===== src/rtl/sbus_pkg.sv =====
// Shared types and constants for the strobe-bus initiator and its responders.
package sbus_pkg;

    typedef enum logic [2:0] {
        IDLE   = 3'd0,
        SETUP  = 3'd1,
        STROBE = 3'd2,
        HOLD   = 3'd3,
        RESP   = 3'd4
    } sbus_state_t;

    localparam logic [15:0] ADDR_A = 16'h0100;
    localparam logic [15:0] ADDR_W = 16'h0110;
    localparam logic [15:0] ADDR_S = 16'h0120;

    localparam logic [31:0] S_DONE = 32'd2;

    function automatic int max3(input int a, input int b, input int c);
        int m;
        m = (a > b) ? a : b;
        return (m > c) ? m : c;
    endfunction

endpackage


===== src/rtl/sbus_initiator_if.sv =====
// Command/response handshake plus strobe-bus signals of the initiator.
interface sbus_initiator_if;

    logic        cmd_valid;
    logic        cmd_ready;
    logic        cmd_write;
    logic        cmd_poll;
    logic [15:0] cmd_addr;
    logic [31:0] cmd_wdata;

    logic        rsp_valid;
    logic        rsp_ready;
    logic [31:0] rsp_rdata;
    logic        rsp_timeout;

    logic [15:0] saddress;
    logic [31:0] sdata_in;
    logic        srd;
    logic        swr;
    logic [31:0] sdata_out;

    modport master (
        input  cmd_valid, cmd_write, cmd_poll, cmd_addr, cmd_wdata,
        input  rsp_ready, sdata_out,
        output cmd_ready, rsp_valid, rsp_rdata, rsp_timeout,
        output saddress, sdata_in, srd, swr
    );

    modport slave (
        output cmd_valid, cmd_write, cmd_poll, cmd_addr, cmd_wdata,
        output rsp_ready, sdata_out,
        input  cmd_ready, rsp_valid, rsp_rdata, rsp_timeout,
        input  saddress, sdata_in, srd, swr
    );

endinterface


===== src/rtl/sbus_phase_timer.sv =====
// Loadable down-counter; o_done is high while the count sits at zero.
module sbus_phase_timer #(
    parameter int W = 2
) (
    input  logic         clk,
    input  logic         n_reset,
    input  logic         i_load,
    input  logic [W-1:0] i_load_val,
    output logic         o_done
);

    logic [W-1:0] r_cnt;

    always_ff @(posedge clk or negedge n_reset) begin
        if (!n_reset) begin
            r_cnt <= '0;
        end else if (i_load) begin
            r_cnt <= i_load_val;
        end else if (r_cnt != '0) begin
            r_cnt <= r_cnt - 1'b1;
        end
    end

    assign o_done = (r_cnt == '0);

endmodule


===== src/rtl/sbus_initiator.sv =====
// Strobe-bus initiator: one command at a time, programmable setup/strobe/hold.
// Optional read-polling is enabled by defining SBUS_POLL_EN.
module sbus_initiator
    import sbus_pkg::*;
#(
    parameter int SETUP_CYC  = 1,
    parameter int STROBE_CYC = 2,
    parameter int HOLD_CYC   = 1,
    parameter int POLL_MAX   = 1024
) (
    input  logic             clk,
    input  logic             n_reset,
    sbus_initiator_if.master bus
);

    localparam int TW = $clog2(max3(SETUP_CYC, STROBE_CYC, HOLD_CYC)) + 1;

    sbus_state_t r_state;
    sbus_state_t w_next_state;

    logic          r_cmd_ready;
    logic          r_rsp_valid;
    logic          r_srd;
    logic          r_swr;
    logic          r_write;
    logic [15:0]   r_saddress;
    logic [31:0]   r_sdata_in;
    logic [31:0]   r_rsp_rdata;

    logic          w_cmd_ready_next;
    logic          w_rsp_valid_next;
    logic          w_srd_next;
    logic          w_swr_next;
    logic          w_tmr_load;
    logic [TW-1:0] w_tmr_val;
    logic          w_tmr_done;
    logic          w_accept;
    logic          w_rsp_hs;
    logic          w_hold_done;
    logic          w_repoll;

    assign w_accept    = bus.cmd_valid && r_cmd_ready;
    assign w_rsp_hs    = r_rsp_valid && bus.rsp_ready;
    assign w_hold_done = (r_state == HOLD) && w_tmr_done;

    sbus_phase_timer #(.W(TW)) u_timer (
        .clk        (clk),
        .n_reset    (n_reset),
        .i_load     (w_tmr_load),
        .i_load_val (w_tmr_val),
        .o_done     (w_tmr_done)
    );

    always_ff @(posedge clk or negedge n_reset) begin
        if (!n_reset) begin
            r_state <= IDLE;
        end else begin
            r_state <= w_next_state;
        end
    end

    always_comb begin
        w_next_state = r_state;
        case (r_state)
            IDLE:    if (w_accept)   w_next_state = SETUP;
            SETUP:   if (w_tmr_done) w_next_state = STROBE;
            STROBE:  if (w_tmr_done) w_next_state = HOLD;
            HOLD:    if (w_tmr_done) w_next_state = w_repoll ? SETUP : RESP;
            RESP:    if (w_rsp_hs)   w_next_state = IDLE;
            default: w_next_state = IDLE;
        endcase
    end

    // Every output is registered from the next state, so it lines up with the phase it belongs to.
    always_comb begin
        w_cmd_ready_next = (w_next_state == IDLE);
        w_rsp_valid_next = (w_next_state == RESP);
        w_srd_next       = (w_next_state == STROBE) && !r_write;
        w_swr_next       = (w_next_state == STROBE) && r_write;
        w_tmr_load       = (w_next_state != r_state);
        case (w_next_state)
            SETUP:   w_tmr_val = TW'(SETUP_CYC - 1);
            STROBE:  w_tmr_val = TW'(STROBE_CYC - 1);
            HOLD:    w_tmr_val = TW'(HOLD_CYC - 1);
            default: w_tmr_val = '0;
        endcase
    end

    always_ff @(posedge clk or negedge n_reset) begin
        if (!n_reset) begin
            r_cmd_ready <= 1'b0;
            r_rsp_valid <= 1'b0;
            r_srd       <= 1'b0;
            r_swr       <= 1'b0;
            r_write     <= 1'b0;
            r_saddress  <= '0;
            r_sdata_in  <= '0;
            r_rsp_rdata <= '0;
        end else begin
            r_cmd_ready <= w_cmd_ready_next;
            r_rsp_valid <= w_rsp_valid_next;
            r_srd       <= w_srd_next;
            r_swr       <= w_swr_next;
            if (w_accept) begin
                r_write    <= bus.cmd_write;
                r_saddress <= bus.cmd_addr;
                r_sdata_in <= bus.cmd_write ? bus.cmd_wdata : 32'd0;
            end
            if (w_hold_done) begin
                r_rsp_rdata <= r_write ? 32'd0 : bus.sdata_out;
            end
        end
    end

`ifdef SBUS_POLL_EN
    localparam int PW = $clog2(POLL_MAX + 1);

    logic          r_poll;
    logic [31:0]   r_expect;
    logic [PW-1:0] r_poll_cnt;
    logic          r_rsp_timeout;
    logic          w_match;
    logic          w_last;

    assign w_match  = (bus.sdata_out == r_expect);
    assign w_last   = (r_poll_cnt == PW'(POLL_MAX - 1));
    assign w_repoll = r_poll && !w_match && !w_last;

    // r_poll_cnt counts reads already completed for the current poll command.
    always_ff @(posedge clk or negedge n_reset) begin
        if (!n_reset) begin
            r_poll        <= 1'b0;
            r_expect      <= '0;
            r_poll_cnt    <= '0;
            r_rsp_timeout <= 1'b0;
        end else if (w_accept) begin
            r_poll        <= bus.cmd_poll && !bus.cmd_write;
            r_expect      <= bus.cmd_wdata;
            r_poll_cnt    <= '0;
            r_rsp_timeout <= 1'b0;
        end else if (w_hold_done) begin
            r_poll_cnt    <= r_poll_cnt + 1'b1;
            r_rsp_timeout <= r_poll && !w_match && w_last;
        end
    end

    assign bus.rsp_timeout = r_rsp_timeout;
`else
    wire [31:0] w_unused_poll = {31'(POLL_MAX), bus.cmd_poll};

    assign w_repoll        = 1'b0;
    assign bus.rsp_timeout = 1'b0;
`endif

    assign bus.cmd_ready = r_cmd_ready;
    assign bus.rsp_valid = r_rsp_valid;
    assign bus.rsp_rdata = r_rsp_rdata;
    assign bus.saddress  = r_saddress;
    assign bus.sdata_in  = r_sdata_in;
    assign bus.srd       = r_srd;
    assign bus.swr       = r_swr;

endmodule


===== src/flat_wrapper.sv =====
// flat-port wrapper written by rule: the top's interface ports become plain ports
module sbus_initiator_flat import sbus_pkg::*;
#(
    parameter int SETUP_CYC  = 1,
    parameter int STROBE_CYC = 2,
    parameter int HOLD_CYC   = 1,
    parameter int POLL_MAX   = 1024
)
  (clk, n_reset, bus_cmd_valid, bus_cmd_write, bus_cmd_poll, bus_cmd_addr, bus_cmd_wdata, bus_rsp_ready, bus_sdata_out, bus_cmd_ready, bus_rsp_valid, bus_rsp_rdata, bus_rsp_timeout, bus_saddress, bus_sdata_in, bus_srd, bus_swr);
  sbus_initiator_if bus_i ();
  input  logic clk;
  input  logic n_reset;
  input wire logic [$bits(bus_i.cmd_valid)-1:0] bus_cmd_valid;
  input wire logic [$bits(bus_i.cmd_write)-1:0] bus_cmd_write;
  input wire logic [$bits(bus_i.cmd_poll)-1:0] bus_cmd_poll;
  input wire logic [$bits(bus_i.cmd_addr)-1:0] bus_cmd_addr;
  input wire logic [$bits(bus_i.cmd_wdata)-1:0] bus_cmd_wdata;
  input wire logic [$bits(bus_i.rsp_ready)-1:0] bus_rsp_ready;
  input wire logic [$bits(bus_i.sdata_out)-1:0] bus_sdata_out;
  output wire logic [$bits(bus_i.cmd_ready)-1:0] bus_cmd_ready;
  output wire logic [$bits(bus_i.rsp_valid)-1:0] bus_rsp_valid;
  output wire logic [$bits(bus_i.rsp_rdata)-1:0] bus_rsp_rdata;
  output wire logic [$bits(bus_i.rsp_timeout)-1:0] bus_rsp_timeout;
  output wire logic [$bits(bus_i.saddress)-1:0] bus_saddress;
  output wire logic [$bits(bus_i.sdata_in)-1:0] bus_sdata_in;
  output wire logic [$bits(bus_i.srd)-1:0] bus_srd;
  output wire logic [$bits(bus_i.swr)-1:0] bus_swr;
  assign bus_i.cmd_valid = bus_cmd_valid;
  assign bus_i.cmd_write = bus_cmd_write;
  assign bus_i.cmd_poll = bus_cmd_poll;
  assign bus_i.cmd_addr = bus_cmd_addr;
  assign bus_i.cmd_wdata = bus_cmd_wdata;
  assign bus_i.rsp_ready = bus_rsp_ready;
  assign bus_i.sdata_out = bus_sdata_out;
  assign bus_cmd_ready = bus_i.cmd_ready;
  assign bus_rsp_valid = bus_i.rsp_valid;
  assign bus_rsp_rdata = bus_i.rsp_rdata;
  assign bus_rsp_timeout = bus_i.rsp_timeout;
  assign bus_saddress = bus_i.saddress;
  assign bus_sdata_in = bus_i.sdata_in;
  assign bus_srd = bus_i.srd;
  assign bus_swr = bus_i.swr;
  sbus_initiator #(.SETUP_CYC(SETUP_CYC), .STROBE_CYC(STROBE_CYC), .HOLD_CYC(HOLD_CYC), .POLL_MAX(POLL_MAX)) u_core (.clk(clk), .n_reset(n_reset), .bus(bus_i));
endmodule

===== config.mk =====
export PLATFORM = sky130hd
export DESIGN_NAME = sbus_initiator_flat
export DESIGN_NICKNAME = d
export VERILOG_FILES = /design/src/rtl/sbus_pkg.sv /design/src/rtl/sbus_initiator_if.sv /design/src/rtl/sbus_phase_timer.sv /design/src/rtl/sbus_initiator.sv /design/src/flat_wrapper.sv
export SDC_FILE = /design/constraint.sdc
export NUM_CORES = 1
export LEC_CHECK = 0
export BUFFER_PORTS_ARGS = -buffer_cell sky130_fd_sc_hd__buf_4
export CAP_MARGIN = 0
export CORE_MARGIN = 10
export CORE_UTILIZATION = 47
export DETAILED_ROUTE_END_ITERATION = 8
export HOLD_SLACK_MARGIN = 0.15
export PLACE_DENSITY = 0.92
export REMOVE_ABC_BUFFERS = 1
export SLEW_MARGIN = 20
export SYNTH_ARGS = -nofsm -noshare
export SYNTH_HDL_FRONTEND = slang
export SYNTH_SLANG_ARGS = --single-unit

===== constraint.sdc =====
create_clock -name clk -period 1.8 [get_ports clk]
set_input_delay 0.09 -clock clk [delete_from_list [all_inputs] [get_ports clk]]
set_output_delay 0.09 -clock clk [all_outputs]
set_load 0.1 [all_outputs]

### After elaboration in Yosys (flattened, before gate mapping)

Cells that the tools add are included.

* add/sub/neg operators: 1
* equality and inequality tests: 7
* muxes and demuxes: 11
* reduce and logical (&&, ||, !) cells: 11

Operator list (number)
* $mux 32: 2
* $mux 3: 5
* $pmux 3 s5: 1
* $eq 3x2->1 const B: 3
* $eq 3x3->1 const B: 2
* $logic_not 3->1: 2
* $logic_and 1x1->1: 5
* $mux 2: 2
* $reduce_bool 2->1: 2
* $eq 3x1->1 const B: 1
* $ne 3x3->1: 1
* $logic_not 2->1: 1
* $sub 2x1->2 const B: 1
* $logic_not 1->1: 1
* $mux 1: 1

* flip-flop bits (word level): 90
* output and inout bits: 85
* logic and storage cells: 40

### Logic depth before layout (Yosys ltp)

* word-level depth: 6
* mapped depth: 8

### Hierarchy

A second synthesis with hierarchy kept.

* cell total of the unflattened synthesis: 359
* area total of the unflattened synthesis: 3658.5 um2

By module, submodules not included
* sbus_initiator: times used 1, cells each 347, area each 3545.9 um2
* sbus_phase_timer: times used 1, cells each 12, area each 112.6 um2

### Worst setup path after synthesis

No wires, ideal clock.

* path type: register to register
* start point: register u_core.r_cmd_ready, in the netlist u_core.bus.cmd_ready
* end point: register u_core.r_sdata_in[21], in the netlist u_core.bus.sdata_in[21]
* library setup time: 122 ps
* arrival: 1669 ps
* data required time: 1678 ps
* setup slack: 9 ps
* stages on the path, launching flop included: 6
* buffers on the path: 2
* period minus slack after synthesis: 1791 ps
* path through: dfrtp_1 -> nand2_1 -> buf_2 -> buf_2 -> nand2_1 -> nand2_1

* longest elaborated chain between the ends: 1

RTL lines
* start: declaration: RTL line sbus_initiator.sv:21 `logic r_cmd_ready;`
* start signal: assignment: RTL line sbus_initiator.sv:100 `r_cmd_ready <= w_cmd_ready_next;`
* $logic_and 1x1->1: RTL line sbus_initiator.sv:42 `assign w_accept = bus.cmd_valid && r_cmd_ready;`
* end signal: assignment: RTL line sbus_initiator.sv:107 `r_sdata_in <= bus.cmd_write ? bus.cmd_wdata : 32'd0;`
* end: declaration: RTL line sbus_initiator.sv:27 `logic [31:0] r_sdata_in;`

Every way passes these cells.
A chain may end at the register's enable or synchronous reset.

### Worst setup path after layout

* start point: register u_core.u_timer.r_cnt[0]
* end point: register u_core.r_rsp_rdata[12], in the netlist u_core.bus.rsp_rdata[12]

* longest elaborated chain between the ends: 2

RTL lines
* start: declaration: RTL line sbus_phase_timer.sv:12 `logic [W-1:0] r_cnt;`
* start signal: assignment: RTL line sbus_phase_timer.sv:18 `r_cnt <= i_load_val;`
* start signal: assignment: RTL line sbus_phase_timer.sv:20 `r_cnt <= r_cnt - 1'b1;`
* $logic_not 2->1: RTL line sbus_phase_timer.sv:24 `assign o_done = (r_cnt == '0);`
* $logic_and 1x1->1: RTL line sbus_initiator.sv:44 `assign w_hold_done = (r_state == HOLD) && w_tmr_done;`
* end signal: assignment: RTL line sbus_initiator.sv:110 `r_rsp_rdata <= r_write ? 32'd0 : bus.sdata_out;`
* end: declaration: RTL line sbus_initiator.sv:28 `logic [31:0] r_rsp_rdata;`

Every way passes these cells.

==> parameters.txt <==
Parameter                              Value

Outcome
  Result of the run ... complete, no violations

Worst setup path
  Register-to-Register Setup Slack ... 130 ps
  Worst reg2reg startpoint ... u_core.u_timer.r_cnt[0]
  Element type at the critical path end ... flip-flop
  Startpoint type of the worst setup path ... flip-flop
  Category of the most critical setup path ... reg2reg
  Largest fanout of any net on the critical path ... 64
  Required time reported for the critical path endpoint ... 2010 ps
  Capture instance of the worst register-to-register path ... u_core.bus.rsp_rdata[12]
  Worst path arrival time ... 1890 ps
  Number of cell instances on the worst register-to-register path ... 5

Clock network
  Post-CTS setup buffers ... 0
  Clock tree from TritonCTS ... yes
  Number of H-tree levels ... 3
  Clock buffer count from CTS ... 9
  TritonCTS sink count ... 90
  Root buf cell ... clkbuf_8
  Maximum count of clock buffers along a single path ... 2
  Clk_lat worst skew ... 340 ps
  Clock-pin transition on the worst setup and hold timing paths ... 80 ps

Drt
  Mean routed wirelength per cell ... 18.57 um
  First drt pass iteration count ... 4
  Residual DRC count ... 0
  DR vias ... 3753
  Total wire length ... 13.82 mm
  Via density ... 5.044
  Initial DRC Count ... 181
  ANT nets after route ... 0

STA
  Hold slack ... 156.2 ps
  Finish-stage setup viols ... 0
  Unrepaired setup endpoints after global routing ... false
  Setup TNS ... 0 ps
  Post-route clock skew ... 12.05 ps
  F_max ... 0.5973 GHz
  Final Slew Violations ... 0
  Total count of hold-check failures in the final report ... 0
  Clock period minus final worst setup slack ... 1674 ps
  Period utilization ... 93.02%

Yosys
  Yosys synthesis warning count ... 0
  Count of mapped cells out of synthesis ... 397
  Sequential cell area fraction in the yosys report ... 59.92%
  Dominant cells by area after synthesis ... dfrtp_1, nand2_1, nand2b_1
  Async SR Flop Fraction ... 100.0%
  Cell variety after synth ... 33
  FF+latch count, synth ... 90
  Yosys top cell area share ... 59.92%
  Dominant cell type by area after synthesis ... dfrtp_1
  Number of flops mapped to enable cells by yosys ... 0
  Leading register cell type out of synthesis ... dfrtp_1
  Synthesized area ... 3759 sq um
  Synthesized area per cell ... 9.468 sq um

Die
  Die Span Y ... 109.4 um
  Area inside the core boundary ... 7767 sq um
  Die Wd ... 109.4 um
  Number of top-level pins ... 171
  Total Die Area ... 11970 sq um
  Effective utilization at floorplan ... 48.39%
  Cell row count ... 32

Finish
  Final-layout fill cell count ... 482
  Layout Utilization ... 78.66%
  Fraction of final layout cells with drive strength greater than 1 ... 31.09%
  Synth-to-layout area growth ... 62.55%
  Final nets ... 725

Placed design
  Port-buffer cells ... 168
  Placer's final routability congestion estimate ... 0.7676
  HPWL after DPL ... 8.301 mm

GRT
  Remaining global-route overflow ... 0
  Wire length of the first global-routing pass ... 21.17 mm
  Number of global-route vias before repair ... 4157
  Initial antenna violation count ... 1
  Largest net degree at the start of global routing ... 65
  Overall fraction of global-route tracks in use ... 22.73%

Run
  Number of max-capacitance violations reported ... 0

Worst hold path
  Min-Delay Path Class ... in2async
critical path, stage by stage, from the launching register on:
cell	delay [ps]
dfrtp_1	400
inv_1	70
ha_1	340
nand4b_4	170
buf_12	230
o21ai_0	330
cell families after synthesis:
family	Yosys count	synth area share (%)
other	1	0.09977
xor gates and xnor gates	2	0.4661
AOI/OAI and AO/OA	42	7.091
adders and majority gates	1	0.3328
and+or+nand+nor	229	27.10
DFF	90	59.92
buffers and inverters	32	4.993
flip-flops by register name (all words and copies together) (netlist names):
name	count
u_core.u_timer.r_cnt	2
u_core.bus.sdata_in	32
u_core.bus.rsp_valid	1
u_core.bus.cmd_ready	1
u_core.r_write	1
u_core.bus.swr	1
u_core.r_state	3
u_core.bus.srd	1
u_core.bus.rsp_rdata	32
u_core.bus.saddress	16
per-stage QoR:
step           area (sq um)  cells  setup slack, ps
2_1_floorplan          3578    367           -725.2
3_3_place_gp           5059    644            360.4
3_5_place_dp           5059    644            284.9
4_1_cts                6105    742            224.3
5_1_grt                6107    743            74.50
6_report               6110    744            125.7
worst max path at each step:
stage | slack, ps | to | start | cells after the start
2_1_floorplan | -730 | u_core.u_timer.r_cnt[1] | u_core.bus.cmd_ready | 3
3_3_place_gp | 360 | u_core.u_timer.r_cnt[0] | u_core.u_timer.r_cnt[0] | 5
3_5_place_dp | 280 | u_core.u_timer.r_cnt[0] | u_core.u_timer.r_cnt[0] | 5
4_1_cts | 220 | u_core.bus.sdata_in[28] | u_core.bus.cmd_ready | 5
5_1_grt | 70 | u_core.bus.sdata_in[28] | u_core.bus.cmd_ready | 5
6_report | 130 | u_core.bus.rsp_rdata[12] | u_core.u_timer.r_cnt[0] | 5
Yosys cell counts, drive strengths merged (2+ instances only):
cell,count
nand3,32
o21ai,33
a21oi,2
clkbuf,11
nor3,2
a211oi,2
nand2b,33
nand2,153
dfrtp,90
inv,2
o21a,2
buf,19
nor2,4
layout make-up:
| type | instances | area [sq um] | area share, % |
|---|---|---|---|
| sequential | 90 | 2252 | 36.86 |
| timing repair buffer | 260 | 2202 | 36.04 |
| multi-input combinational | 275 | 1320 | 21.61 |
| clock buffer | 10 | 127.6 | 2.089 |
| tap | 102 | 127.6 | 2.089 |
| clock inverter | 3 | 67.56 | 1.106 |
| inverter | 2 | 7.507 | 0.1229 |
| antenna | 2 | 5.005 | 0.08192 |
placed cells by master (no fill, tap or decap):
cell type	count
buf_4	172
nand2_1	153
dfrtp_1	90
dlygate4sd3_1	85
nand2b_1	33
nand3_1	32
o21ai_1	18
o21ai_0	9
clkbuf_8	9
o21ai_2	6
nor2_1	3
buf_12	3
diode_2	2
a21oi_1	2
o21a_1	2
inv_1	2
nor3_1	2
bufinv_16	2
nand4b_4	1
a211oi_4	1
xor2_1	1
and2_2	1
o22a_2	1
nor3b_1	1
nor2_2	1
xnor2_1	1
o31ai_1	1
nor4_1	1
or2_2	1
o32ai_1	1
a211oi_1	1
ha_1	1
conb_1	1
clkinvlp_4	1
clkbuf_1	1
routing by layer:
layer	wire length, um	track usage (%)	vias to the layer above
met4	806	15.80	0
met2	7822	42.33	154
li1	-	-	1736
met1	4427	21.41	1807
met5	0	0	-
met3	758	5.442	56
what timing repair did:
action | CTS | global route
endpoints found under the hold margin | 173 | 0
hold buffers | 85 | 0
resized for setup | 0 | 0
Power is left out: the tool's default activity adds up to more than one toggle a clock period on the data nets, which glitch-free logic cannot reach.
